## config.mk

```make
export PLATFORM = sky130hd
export DESIGN_NAME = sensor_frame_assembler_flat
export DESIGN_NICKNAME = d
export VERILOG_FILES = /design/src/rtl/sensor_frame_if.sv /design/src/rtl/sensor_frame_assembler.sv /design/src/flat_wrapper.sv
export SDC_FILE = /design/constraint.sdc
export NUM_CORES = 1
export LEC_CHECK = 0
export CAP_MARGIN = 10
export CORE_ASPECT_RATIO = 0.9
export CORE_MARGIN = 3
export CORE_UTILIZATION = 58
export CTS_BUF_LIST = sky130_fd_sc_hd__clkbuf_8
export DETAILED_ROUTE_END_ITERATION = 6
export PLACE_DENSITY = 0.81
export SLEW_MARGIN = 40
export SYNTH_ARGS = -nofsm -noshare
export SYNTH_HDL_FRONTEND = slang
export SYNTH_SLANG_ARGS = --single-unit
```

## constraint.sdc

```tcl
create_clock -name clk -period 2.1 [get_ports clk]
set_input_delay 0.21 -clock clk [delete_from_list [all_inputs] [get_ports clk]]
set_output_delay 0.21 -clock clk [all_outputs]
set_load 0.03 [all_outputs]
```

## src/rtl/sensor_frame_if.sv

```systemverilog
// Serial sensor input and frame output handshake bundle for sensor_frame_assembler.
interface sensor_frame_if #(
  parameter int NUM_BYTES = 4
);
  logic                   rclk;
  logic                   rdata;
  logic [8*NUM_BYTES-1:0] frame_data;
  logic                   frame_valid;
  logic                   frame_ready;
  logic                   overrun;
  logic                   resync;

  modport master (
    input  rclk, rdata, frame_ready,
    output frame_data, frame_valid, overrun, resync
  );

  modport slave (
    output rclk, rdata, frame_ready,
    input  frame_data, frame_valid, overrun, resync
  );
endinterface

```

## src/rtl/sensor_frame_assembler.sv

```systemverilog
// Brings the sensor serial link into the clk domain, packs LSB-first bytes into
// fixed-length frames and presents them through a one-entry VALID/READY register.
module sensor_frame_assembler #(
  parameter int NUM_BYTES = 4,
  parameter int TIMEOUT   = 1000
) (
  input  logic           clk,
  input  logic           reset,
  sensor_frame_if.master bus
);
  localparam int          FRAME_W    = 8 * NUM_BYTES;
  localparam logic [15:0] TIMEOUT_V  = 16'(TIMEOUT);
  localparam logic [15:0] TIMEOUT_M1 = 16'(TIMEOUT - 1);
  localparam logic [2:0]  LAST_BYTE  = 3'(NUM_BYTES - 1);

  typedef enum logic [0:0] {IDLE = 1'b0, RECV = 1'b1} state_t;

  state_t             state_r, state_s;
  logic [2:0]         rclk_sync_r;
  logic [1:0]         rdata_sync_r;
  logic [2:0]         bit_cnt_r, bit_cnt_s;
  logic [2:0]         byte_cnt_r, byte_cnt_s;
  logic [7:0]         shift_r, shift_s;
  logic [FRAME_W-1:0] asm_r, asm_s;
  logic [15:0]        timer_r, timer_s;
  logic [FRAME_W-1:0] frame_data_r;
  logic               frame_valid_r, overrun_r, resync_r;
  logic               edge_s, bit_s, frame_done_s, timeout_s, load_s, drain_s;

  assign edge_s  = rclk_sync_r[1] & ~rclk_sync_r[2];
  assign bit_s   = rdata_sync_r[1];
  assign drain_s = frame_valid_r & bus.frame_ready;
  assign load_s  = frame_done_s & (~frame_valid_r | bus.frame_ready);

  assign bus.frame_data  = frame_data_r;
  assign bus.frame_valid = frame_valid_r;
  assign bus.overrun     = overrun_r;
  assign bus.resync      = resync_r;

  // Synchronizers; rclk gets a third stage for rising-edge detection.
  always_ff @(posedge clk) begin
    if (reset) begin
      rclk_sync_r  <= 3'b000;
      rdata_sync_r <= 2'b00;
    end else begin
      rclk_sync_r  <= {rclk_sync_r[1:0], bus.rclk};
      rdata_sync_r <= {rdata_sync_r[0], bus.rdata};
    end
  end

  // Receive FSM next state, bit/byte assembly and idle timer.
  always_comb begin
    state_s      = state_r;
    bit_cnt_s    = bit_cnt_r;
    byte_cnt_s   = byte_cnt_r;
    shift_s      = shift_r;
    asm_s        = asm_r;
    timer_s      = timer_r;
    frame_done_s = 1'b0;
    timeout_s    = 1'b0;
    if (edge_s) begin
      // An edge always wins over a coincident timeout.
      timer_s            = 16'd0;
      shift_s[bit_cnt_r] = bit_s;
      bit_cnt_s          = bit_cnt_r + 3'd1;
      state_s            = RECV;
      if (bit_cnt_r == 3'd7) begin
        for (int i = 0; i < NUM_BYTES; i++) begin
          asm_s[i*8 +: 8] = (byte_cnt_r == 3'(i)) ? shift_s : asm_r[i*8 +: 8];
        end
        if (byte_cnt_r == LAST_BYTE) begin
          frame_done_s = 1'b1;
          byte_cnt_s   = 3'd0;
          state_s      = IDLE;
        end else begin
          byte_cnt_s = byte_cnt_r + 3'd1;
        end
      end else begin
        byte_cnt_s = byte_cnt_r;
      end
    end else begin
      timer_s = (timer_r == TIMEOUT_V) ? timer_r : timer_r + 16'd1;
      case (state_r)
        RECV: begin
          if (timer_r == TIMEOUT_M1) begin
            timeout_s  = 1'b1;
            bit_cnt_s  = 3'd0;
            byte_cnt_s = 3'd0;
            state_s    = IDLE;
          end else begin
            state_s = RECV;
          end
        end
        IDLE:    state_s = IDLE;
        default: state_s = IDLE;
      endcase
    end
  end

  // Receive state registers.
  always_ff @(posedge clk) begin
    if (reset) begin
      state_r    <= IDLE;
      bit_cnt_r  <= 3'd0;
      byte_cnt_r <= 3'd0;
      shift_r    <= 8'd0;
      asm_r      <= '0;
      timer_r    <= 16'd0;
    end else begin
      state_r    <= state_s;
      bit_cnt_r  <= bit_cnt_s;
      byte_cnt_r <= byte_cnt_s;
      shift_r    <= shift_s;
      asm_r      <= asm_s;
      timer_r    <= timer_s;
    end
  end

  // One-entry output register; a completed frame is dropped only when the entry stays full.
  always_ff @(posedge clk) begin
    if (reset) begin
      frame_data_r  <= '0;
      frame_valid_r <= 1'b0;
      overrun_r     <= 1'b0;
      resync_r      <= 1'b0;
    end else begin
      if (load_s) begin
        frame_data_r  <= asm_s;
        frame_valid_r <= 1'b1;
      end else if (drain_s) begin
        frame_valid_r <= 1'b0;
      end else begin
        frame_valid_r <= frame_valid_r;
      end
      overrun_r <= overrun_r | (frame_done_s & ~load_s);
      resync_r  <= timeout_s;
    end
  end
endmodule

```

## src/flat_wrapper.sv

```systemverilog
// flat-port wrapper written by rule: the top's interface ports become plain ports
module sensor_frame_assembler_flat 
#(
  parameter int NUM_BYTES = 4,
  parameter int TIMEOUT   = 1000
)
  (clk, reset, bus_rclk, bus_rdata, bus_frame_ready, bus_frame_data, bus_frame_valid, bus_overrun, bus_resync);
  sensor_frame_if #(.NUM_BYTES(NUM_BYTES)) bus_i ();
  input  logic clk;
  input  logic reset;
  input wire logic [$bits(bus_i.rclk)-1:0] bus_rclk;
  input wire logic [$bits(bus_i.rdata)-1:0] bus_rdata;
  input wire logic [$bits(bus_i.frame_ready)-1:0] bus_frame_ready;
  output wire logic [$bits(bus_i.frame_data)-1:0] bus_frame_data;
  output wire logic [$bits(bus_i.frame_valid)-1:0] bus_frame_valid;
  output wire logic [$bits(bus_i.overrun)-1:0] bus_overrun;
  output wire logic [$bits(bus_i.resync)-1:0] bus_resync;
  assign bus_i.rclk = bus_rclk;
  assign bus_i.rdata = bus_rdata;
  assign bus_i.frame_ready = bus_frame_ready;
  assign bus_frame_data = bus_i.frame_data;
  assign bus_frame_valid = bus_i.frame_valid;
  assign bus_overrun = bus_i.overrun;
  assign bus_resync = bus_i.resync;
  sensor_frame_assembler #(.NUM_BYTES(NUM_BYTES), .TIMEOUT(TIMEOUT)) u_core (.clk(clk), .reset(reset), .bus(bus_i));
endmodule
```

==> metrics.log <==
[metrics] Startpoint Class: register
[metrics] average via count per standard cell: 5.68
[metrics] highest ir drop seen on vdd: 0.649 mV
[metrics] part of the total power dissipated in combinational logic: 3.8%
[metrics] count of maximum capacitance violations: 0
[metrics] post-detailed-route count of antenna-violating nets: 0
[metrics] run status: finished, final reports clean
[metrics] iteration count of the initial detailed-routing pass: 4
[metrics] Min-Delay Path Class: input port to register
[metrics] Clk Latency, worst-skew pair: 0.35 ns
[metrics] number of diodes added for antenna fixing: 0
[metrics] Area contributors post-synth: sky130_fd_sc_hd__dfxtp_1 49%, sky130_fd_sc_hd__a21oi_1 7.8%, sky130_fd_sc_hd__a22o_1 5.5%, sky130_fd_sc_hd__nor2b_1 5.0%, sky130_fd_sc_hd__a211oi_1 3.1%
[metrics] achievable frequency: 513 MHz
[metrics] count of endpoints failing setup in the final report: 0
[metrics] initial DRC count: 210
[metrics] TritonCTS clock tree: yes
[metrics] Hold Path Stages: 2
[metrics] post-detailed-routing wire length: 8270 um
[metrics] Synth Area per Inst: 9.58 um2
[metrics] Power Dens Cells: 710 mW/mm2
[metrics] num rows: 27
[metrics] count of buffers from port buffering: 39
[metrics] post-synth top area cell: sky130_fd_sc_hd__dfxtp_1
[metrics] Setup Total Neg Slack: 0 ns
[metrics] die boundary width: 91.8 um
[metrics] kind of end point of the critical path: register
[metrics] DIE AREA: 0.00764 mm2
[metrics] fin. max-slew vios: 0
[metrics] count of flip-flops with a built-in enable after synthesis: 0
[metrics] clock group share of total power: 39.1%
[metrics] maximum cell stage delay along the critical path: 0.36 ns
[metrics] initial cell density of the core: 61.2%
[metrics] post-CTS setup-driven buffer insertion count: 0
[metrics] Buf/Inv on CP: 1
[metrics] clock buffer count from CTS: 9
[metrics] Final Cycle Share: 92.9%
[metrics] root buf cell: sky130_fd_sc_hd__clkbuf_8
[metrics] Final Hold Fails: 0
[metrics] reported leakage power: 0.00167 uW
[metrics] wire length per cell: 15.7 um
[metrics] arrival time of the worst setup path: 2.20 ns
[metrics] sw frac: 21.4%
[metrics] top-count cell post-synth: sky130_fd_sc_hd__dfxtp_1
[metrics] Setup Crit Path Kind: register to register
[metrics] worst max-slew margin expressed relative to the limit: 60.2%
[metrics] GR Overflow Total: 0
[metrics] leading cell types by count after synthesis: 95 x sky130_fd_sc_hd__dfxtp_1, 60 x sky130_fd_sc_hd__a21oi_1, 31 x sky130_fd_sc_hd__nor2b_1, 30 x sky130_fd_sc_hd__nor2_1, 24 x sky130_fd_sc_hd__a22o_1
[metrics] Worst Tran Pin Value: 0.595 ns
[metrics] clock buffer depth: 2
[metrics] pin count of the biggest net entering global routing: 48
[metrics] number of global-route vias before repair: 2,785
[metrics] global-route wire length before repair: 13,700 um
[metrics] net switching power figure: 686 uW
[metrics] Power Internal: 2530 uW
[metrics] Total Routing Usage GR: 22.0%
[metrics] summed area of non-filler cells in the final layout: 0.00453 mm2
[metrics] cell type group with the largest total delay on the critical path: simple AND/OR/NAND/NOR gates
[metrics] Levels on crit path: 7
[metrics] WP data required: 2.35 ns
[metrics] Worst Reg-to-Reg Cells: 7
[metrics] power after layout: 3210 uW
[metrics] setup repair after global routing missed its margin: no
[metrics] clock edge transition at the registers on the reported setup and hold paths: 0.08 ns
[metrics] asr flop ratio synth: 0%
[metrics] synthesis-stage register bit count: 95
[metrics] share of cells above drive strength 1: 10.7%
[metrics] Total Nets Final: 449
[metrics] cell with the biggest individual delay on the critical path: sky130_fd_sc_hd__dfxtp_1
[metrics] vias: 2,992
[metrics] Synth top area share: 49.5%
[metrics] number of sinks on the clock net: 95
[metrics] overall die height: 83.2 um
[metrics] register area share after synthesis: 49.5%
[metrics] HPWL reported at the end of detailed placement: 5480 um
[metrics] detailed-route DRC error count: 0
[metrics] most prevalent standard cell on the critical path: sky130_fd_sc_hd__ha_1
[metrics] worst-path fanout max: 28
[metrics] I/O pin cnt: 40
[metrics] Layout area overhead: 17.8%
[metrics] Post-Layout Cell Count: 527
[metrics] Post-Synthesis Cell Area: 0.00384 mm2
[metrics] most frequently used flop master after synthesis: sky130_fd_sc_hd__dfxtp_1
[metrics] number of distinct library cells after synthesis: 48
[metrics] weighted congestion reported at the end of routability-driven placement: 0.813
[metrics] worst clock skew: 0.00718 ns
[metrics] final critical delay including setup and external delays: 1.95 ns
[metrics] level count of the clock H-tree: 3
[metrics] Synthesized Nets: 414
[metrics] count of synthesis-stage warnings from yosys: 0
[metrics] total placed cells including tap cells: 511
[metrics] area inside the core boundary: 0.00628 mm2
[metrics] number of antenna violations at the first check in global routing: 0
[metrics] post-synthesis instance total: 401
[metrics] list of cells traversed by the critical path: ha_1 -> ha_1 -> and4bb_1 -> buf_4 -> and2_2 -> a21oi_1 -> a22o_1
[metrics] cell area after placement: 0.00430 mm2
[metrics] sequential cell fraction of total power: 57.0%
==> through the flow <==
stage / setup slack, ns / hold WS (ns) / util, %
CTS: 0.0250 / 0.226 / 71.7
global route: 0.0146 / 0.303 / 72.0
finish: 0.149 / 0.272 / 72.0
global placement: -0.0716 / 0.422 / 68.3
floorplan: 0.272 / 0.338 / -
detailed placement: 0.0848 / 0.426 / 68.4
==> power groups by stage <==
stage | combinational [uW] | clock [uW] | sequential [uW]
6_report | 123 | 1260 | 1830
3_3_place_gp | 116 | 0 | 1870
2_1_floorplan | 78.7 | 0 | 1870
4_1_cts | 122 | 1290 | 1830
3_5_place_dp | 123 | 0 | 1870
5_1_grt | 135 | 1360 | 1840
==> repair_timing <==
action / in CTS / in global routing
resized for setup: 0 / 4
endpoints found under the hold margin: 0 / 0
hold buffers: 0 / 0
setup endpoints to repair: 0 / 45
==> metal layers <==
layer	part of all wire, %	routed length, um	vias up	global-route usage [%]
li1	-	-	1481	-
met1	48	3960	1429	31.0
met2	46	3780	72	33.9
met3	5.4	448	10	5.89
met4	0.98	81	0	4.72
met5	0	0	-	0
==> state kept, by name (all words and copies together) (netlist names) <==
signal	cells
u_core.asm_r	24
u_core.bit_cnt_r	3
u_core.bus.frame_data	32
u_core.bus.frame_valid	1
u_core.bus.overrun	1
u_core.bus.resync	1
u_core.byte_cnt_r	3
u_core.rclk_sync_r	3
u_core.rdata_sync_r	2
u_core.shift_r	8
u_core.state_r	1
u_core.timer_r	16
==> placed cells by master (no fill, tap or decap), types with 4 or more instances in the layout <==
master                            instances
sky130_fd_sc_hd__nor2_1                  30
sky130_fd_sc_hd__o21ai_0                  5
sky130_fd_sc_hd__nand3b_1                 4
sky130_fd_sc_hd__clkdlybuf4s50_1         38
sky130_fd_sc_hd__a21oi_1                 60
sky130_fd_sc_hd__inv_1                    7
sky130_fd_sc_hd__nand2b_1                 4
sky130_fd_sc_hd__nor2b_1                 31
sky130_fd_sc_hd__nand2_1                 10
sky130_fd_sc_hd__or3_1                    4
sky130_fd_sc_hd__clkbuf_8                 9
sky130_fd_sc_hd__mux2i_1                  8
sky130_fd_sc_hd__a22o_1                  24
sky130_fd_sc_hd__buf_4                   18
sky130_fd_sc_hd__nor3b_1                  4
sky130_fd_sc_hd__a211oi_1                16
sky130_fd_sc_hd__nand3_1                 11
sky130_fd_sc_hd__ha_1                     8
sky130_fd_sc_hd__dfxtp_1                 95
sky130_fd_sc_hd__nand4_1                  5
sky130_fd_sc_hd__xor2_1                   5
==> worst register-to-register path: stages, from the launching register on <==
cell and delay (ns):
sky130_fd_sc_hd__dfxtp_1 0.36, sky130_fd_sc_hd__ha_1 0.17, sky130_fd_sc_hd__ha_1 0.17, sky130_fd_sc_hd__and4bb_1 0.22, sky130_fd_sc_hd__buf_4 0.29, sky130_fd_sc_hd__and2_2 0.29, sky130_fd_sc_hd__a21oi_1 0.13, sky130_fd_sc_hd__a22o_1 0.23
==> cells by family (layout without fill, tap and decap cells) <==
kind of cell	after synthesis	count (layout)	synth area share, %
buffers and inverters	40	78	5.24
flip-flops	95	95	49.5
adder cells (fa/ha/maj)	8	8	2.61
AO/OA/AOI/OAI	109	109	17.8
XOR/XNOR	8	8	1.82
AND/OR/NAND/NOR	133	134	21.0
multiplexers	8	8	2.08
==> final cells by class <==
| type | count | area (um2) |
|---|---|---|
| timing repair buffer | 57 | 520 |
| multi-input combinational | 267 | 1760 |
| sequential | 95 | 1900 |
| tap | 87 | 109 |
| clock buffer | 9 | 124 |
| clock inverter | 6 | 86.3 |
| fill | 493 | 1760 |
| inverter | 6 | 22.5 |
==> final timing paths <==
| kind | startpoint | to | slack (ns) |
|---|---|---|---|
| worst max-delay path | u_core.bit_cnt_r[1]$_SDFFE_PP0P_ | u_core.bus.frame_data[6]$_SDFFE_PP0P_ | 0.15 |
| worst min-delay path | reset | u_core.bit_cnt_r[2]$_SDFFE_PP0P_ | 0.27 |
| worst max register to register | u_core.bit_cnt_r[1]$_SDFFE_PP0P_ | u_core.bus.frame_data[6]$_SDFFE_PP0P_ | 0.15 |
| worst min register to register | u_core.rclk_sync_r[0]$_SDFF_PP0_ | u_core.rclk_sync_r[1]$_SDFF_PP0_ | 0.45 |
(Power assumes the default switching activity.)
